**src/rtl/store_buffer.sv**
```systemverilog
// store_buffer: posted-write FIFO between CPU and data memory, with store
// coalescing into the youngest entry and bitwise load forwarding.
module store_buffer #(
  parameter int DataWidth = 32,
  parameter int AddrWidth = 32,
  parameter int Depth     = 4
) (
  input  logic                         clock,
  input  logic                         reset,
  input  logic                         cpuWrite,
  input  logic [AddrWidth-1:0]         cpuAddr,
  input  logic [DataWidth-1:0]         cpuWData,
  input  logic [DataWidth-1:0]         cpuWMask,
  output logic [DataWidth-1:0]         cpuRData,
  output logic                         cpuStall,
  output logic [AddrWidth-1:0]         memRAddr,
  input  logic [DataWidth-1:0]         memRData,
  output logic                         memWValid,
  input  logic                         memWReady,
  output logic [AddrWidth-1:0]         memWAddr,
  output logic [DataWidth-1:0]         memWData,
  output logic [DataWidth-1:0]         memWMask,
  output logic [$clog2(Depth+1)-1:0]   count,
  output logic                         empty
);
  localparam int PW = $clog2(Depth);
  localparam int CW = $clog2(Depth + 1);

  logic [AddrWidth-1:0] addr_q [Depth];
  logic [DataWidth-1:0] data_q [Depth];
  logic [DataWidth-1:0] mask_q [Depth];
  logic [PW-1:0]        head, tail, young;
  logic                 full, merge, push, pop;

  assign young     = tail - PW'(1);
  assign full      = count == CW'(Depth);
  assign empty     = count == '0;
  // with two or more entries the youngest is never the head, so merging is safe during a drain
  assign merge     = cpuWrite && count >= CW'(2) &&
                     addr_q[young][AddrWidth-1:2] == cpuAddr[AddrWidth-1:2];
  assign push      = cpuWrite && !merge && !full;
  assign cpuStall  = cpuWrite && full && !merge;
  assign memWValid = !empty;
  assign pop       = memWValid && memWReady;
  assign memWAddr  = addr_q[head];
  assign memWData  = data_q[head];
  assign memWMask  = mask_q[head];
  assign memRAddr  = cpuAddr;

  always_comb begin
    cpuRData = memRData;
    for (int i = 0; i < Depth; i++) begin
      cpuRData = (CW'(i) < count &&
                  addr_q[head + PW'(i)][AddrWidth-1:2] == cpuAddr[AddrWidth-1:2]) ?
                 (cpuRData & ~mask_q[head + PW'(i)]) |
                 (data_q[head + PW'(i)] & mask_q[head + PW'(i)]) : cpuRData;
    end
  end

  always_ff @(posedge clock or negedge reset) begin
    if (!reset) begin
      head  <= '0;
      tail  <= '0;
      count <= '0;
      for (int i = 0; i < Depth; i++) begin
        addr_q[i] <= '0;
        data_q[i] <= '0;
        mask_q[i] <= '0;
      end
    end else begin
      if (push) begin
        addr_q[tail] <= cpuAddr;
        data_q[tail] <= cpuWData;
        mask_q[tail] <= cpuWMask;
        tail         <= tail + PW'(1);
      end
      if (merge) begin
        data_q[young] <= (data_q[young] & ~cpuWMask) | (cpuWData & cpuWMask);
        mask_q[young] <= mask_q[young] | cpuWMask;
      end
      if (pop) head <= head + PW'(1);
      count <= count + CW'(push) - CW'(pop);
    end
  end
endmodule

```
**config.mk**
```make
export PLATFORM = sky130hd
export DESIGN_NAME = store_buffer
export DESIGN_NICKNAME = d
export VERILOG_FILES = /design/src/rtl/store_buffer.sv
export SDC_FILE = /design/constraint.sdc
export NUM_CORES = 2
export LEC_CHECK = 0
export CORE_ASPECT_RATIO = 0.8
export CORE_MARGIN = 10
export CORE_UTILIZATION = 48
export CTS_CLUSTER_DIAMETER = 200
export DETAILED_ROUTE_END_ITERATION = 8
export PLACE_DENSITY_LB_ADDON = 0.3
export SYNTH_ARGS = -nofsm -noshare
export SYNTH_HDL_FRONTEND = slang
export SYNTH_SLANG_ARGS = --single-unit
```
**constraint.sdc**
```tcl
create_clock -name clock -period 6.6 [get_ports clock]
set_clock_uncertainty 0.1 [all_clocks]
set_input_delay 0.99 -clock clock [delete_from_list [all_inputs] [get_ports clock]]
set_output_delay 0.99 -clock clock [all_outputs]
set_load 0.05 [all_outputs]
```
==> impl_metrics.env <==
export IMPL_clkPwrFrac=0.107
export IMPL_syn2layout_area_growth_pct=15.2
export IMPL_final_cell_mix="nand2_1, dfrtp_1, clkdlybuf4s50_1, mux4_2, a21oi_1"
export IMPL_fmax_ghz=0.159
export IMPL_power_internal_mw=12.0
export IMPL_crit_path_top_delay_cell="dfrtp_4"
export IMPL_coreArea_mm2=0.0690
export IMPL_cts_resized=0
export IMPL_fp_dieH_um=256
export IMPL_setup_tns_ns=0
export IMPL_outcome="complete, no violations"
export IMPL_ant_nets=0
export IMPL_synth_largest_area_cell="dfrtp_1"
export IMPL_synth_compound_area_frac=0.212
export IMPL_rrSetupSlack_ns=1.16
export IMPL_yosys_area_share_simple=0.141
export IMPL_grt_usage=0.304
export IMPL_synth_distinct_cells=73
export IMPL_synthArstFlopShare=1.00
export IMPL_worstRegToRegCells=11
export IMPL_p_seq_frac=0.212
export IMPL_crit_path_end_kind="output port"
export IMPL_cts_hold_buf=0
export IMPL_gr_total_overflow=0
export IMPL_cts_buffers=47
export IMPL_ys_top_cells_by_area="dfrtp_1, mux4_2, mux2i_1"
export IMPL_start_kind="register"
export IMPL_synth_fa_ha_area_frac=0.00359
export IMPL_min_path_type="input port to async pin"
export IMPL_routed_wl_um=128000
export IMPL_required_ns=5.51
export IMPL_leakage_nw=13.9
export IMPL_drc=0
export IMPL_slew_viol_final=0
export IMPL_fin_crit_sh=0.955
export IMPL_cpPeakStageDelay_ns=0.94
export IMPL_post_cts_setup_buffers=0
export IMPL_rsz0062_at_grt="no"
export IMPL_slew_headroom=0.111
export IMPL_cts_root_buf="clkbuf_16"
export IMPL_swShare=0.510
export IMPL_synthesis_area_mm2=0.0335
export IMPL_p_per_area_mw_per_mm2=638
export IMPL_ios=298
export IMPL_drv_cap=0
export IMPL_cts_sinks=391
export IMPL_power_switching_mw=12.6
export IMPL_die_width_um=315
export IMPL_startpoint="head[0]"
export IMPL_via_count=31700
export IMPL_nFillCells=5954
export IMPL_synthMuxAreaShare=0.256
export IMPL_seq_area_frac_synth=0.292
export IMPL_netlist_area_leader_share=0.292
export IMPL_syn_inst=3442
export IMPL_layout_commonest_cell="nand2_1"
export IMPL_syn_nets=3583
export IMPL_comb_power_share=0.681
export IMPL_hold_viol=0
export IMPL_synth_warnings=0
export IMPL_fp_dieArea_mm2=0.0807
export IMPL_clock_latency_ns=0.61
export IMPL_setup_viol=0
export IMPL_crit_end="cpuRData[26]"
export IMPL_htree_num_levels=2
export IMPL_ir_worst_vdd_mv=0.657
export IMPL_dr_first_iter_drc_count=4343
export IMPL_port_buffers=297
export IMPL_reg2reg_to="data_q[100]"
export IMPL_worst_pin_slew_ns=1.33
export IMPL_drive_above_1_share=0.167
export IMPL_row_count=86
export IMPL_crit_fanout=94
export IMPL_cts_tree="built"
export IMPL_gp_congestion=1.02
export IMPL_synth_top_family_by_area="multiplexers"
export IMPL_viasPerCell=7.10
export IMPL_yosys_area_share_xor_xnor=0.0325
export IMPL_dr_pass1_iters=8
export IMPL_syn_avg_cell_area_um2=9.72
export IMPL_dp_hpwl_um=83500
export IMPL_start_util=0.485
export IMPL_avgRoutedWirePerCell_um=28.8
export IMPL_crit_arrival_ns=5.22
export IMPL_ys_flop_type="dfrtp_1"
export IMPL_hold_ws_ns=0.253
export IMPL_grt_max_degree=142
export IMPL_antenna_found_initial=2
export IMPL_clk_pin_slew_ns=0.06
export IMPL_path_cells="buf_4 -> mux4_2 -> xnor2_1 -> nand4_1 -> nor4_4 -> buf_12 -> nand2_1 -> a41oi_1 -> nand2_1 -> buf_12"
export IMPL_worst_setup_path_type="register to output port"
export IMPL_first_global_vias=29900
export IMPL_r2r_start="tail[1]"
export IMPL_grt_pass1_wl_um=192000
export IMPL_period_needed_ns=6.31
export IMPL_nets=3646
export IMPL_clockBufferDepth=3
export IMPL_synth_edf_count=0
export IMPL_ys_seq_elements=391
routing by layer:
layer / vias to the layer above / GRT usage / routed length, µm / share of wire
met4: 2 / 0.112 / 4690 / 0.037
li1: 13500 / - / - / -
met5: - / 0 / 12 / 0.000094
met3: 325 / 0.105 / 18100 / 0.14
met1: 15600 / 0.421 / 50700 / 0.39
met2: 2260 / 0.434 / 54900 / 0.43
flip-flops by register name (all words and copies together), names as in the netlist:
register  cells
addr_q      128
count         3
data_q      128
head          2
mask_q      128
tail          2
Yosys cell counts (23+ instances only):
master / count
nand2_1: 433
dfrtp_1: 391
mux4_2: 250
a21oi_1: 241
o21ai_0: 227
mux2i_1: 199
clkbuf_1: 135
buf_2: 131
o22a_1: 130
nor2_1: 117
o221a_1: 112
xnor2_1: 105
nor3_1: 101
mux2_2: 83
nor2b_1: 65
nand4_1: 64
buf_4: 50
o22ai_1: 40
buf_1: 39
nor4_1: 38
and2_1: 34
a222oi_1: 33
o21ai_1: 33
or3_1: 33
or4_1: 33
a21boi_0: 32
a41oi_1: 32
and3_1: 32
o311ai_0: 29
inv_1: 23
stage by stage:
stage,instance area (µm²),total power [mW],cells,utilization,worst slack [ns]
final,38500,24.6,4462,0.559,0.295
after global routing,38500,25.7,4461,0.559,0.172
after CTS,38500,24.2,4461,0.559,0.490
after detailed placement,37000,21.5,4380,0.537,0.950
after global placement,37000,21.4,4380,0.537,0.987
after floorplan,33500,16.8,3442,-,1.68
cells by family after synthesis:
group / after synthesis
muxes: 534
and+or+nand+nor: 981
adders and majority gates: 9
AOI/OAI and AO/OA: 999
DFF: 391
xor gates and xnor gates: 124
buffers and inverters: 404
area by class of cell:
| class | count | area (µm²) | share of cell area |
|---|---|---|---|
| tap | 924 | 1160 | 0.0300 |
| timing repair buffer | 392 | 4210 | 0.109 |
| clock inverter | 12 | 130 | 0.00338 |
| multi-input combinational | 2647 | 21700 | 0.564 |
| inverter | 26 | 100 | 0.00260 |
| antenna | 1 | 2.50 | 0.0000649 |
| clock buffer | 69 | 1390 | 0.0361 |
| sequential | 391 | 9800 | 0.254 |
critical path, delay by kind of cell (launching register included):
kind / cells / cell delay [ns]
buffers and inverters: 3 / 1.18
xor gates and xnor gates: 1 / 0.35
AOI/OAI and AO/OA: 1 / 0.40
DFF: 1 / 0.94
and+or+nand+nor: 4 / 0.83
muxes: 1 / 0.60
power groups by stage:
stage | sequential [mW] | combinational [mW] | clock (mW)
floorplan | 4.58 | 12.2 | 0
global placement | 5.09 | 16.3 | 0
detailed placement | 5.16 | 16.3 | 0
CTS | 5.14 | 16.4 | 2.65
global route | 5.40 | 17.6 | 2.74
finish | 5.21 | 16.8 | 2.63
how the worst min path moves through the flow:
stage,slack (ns),cells past startpoint,end
final,0.25,1,addr_q[36]
after global routing,0.29,1,head[1]
after CTS,0.28,1,head[1]
after detailed placement,0.36,2,addr_q[33]
after global placement,0.35,2,addr_q[33]
after floorplan,0.34,2,addr_q[32]
Power figures use the tool's default switching activity.
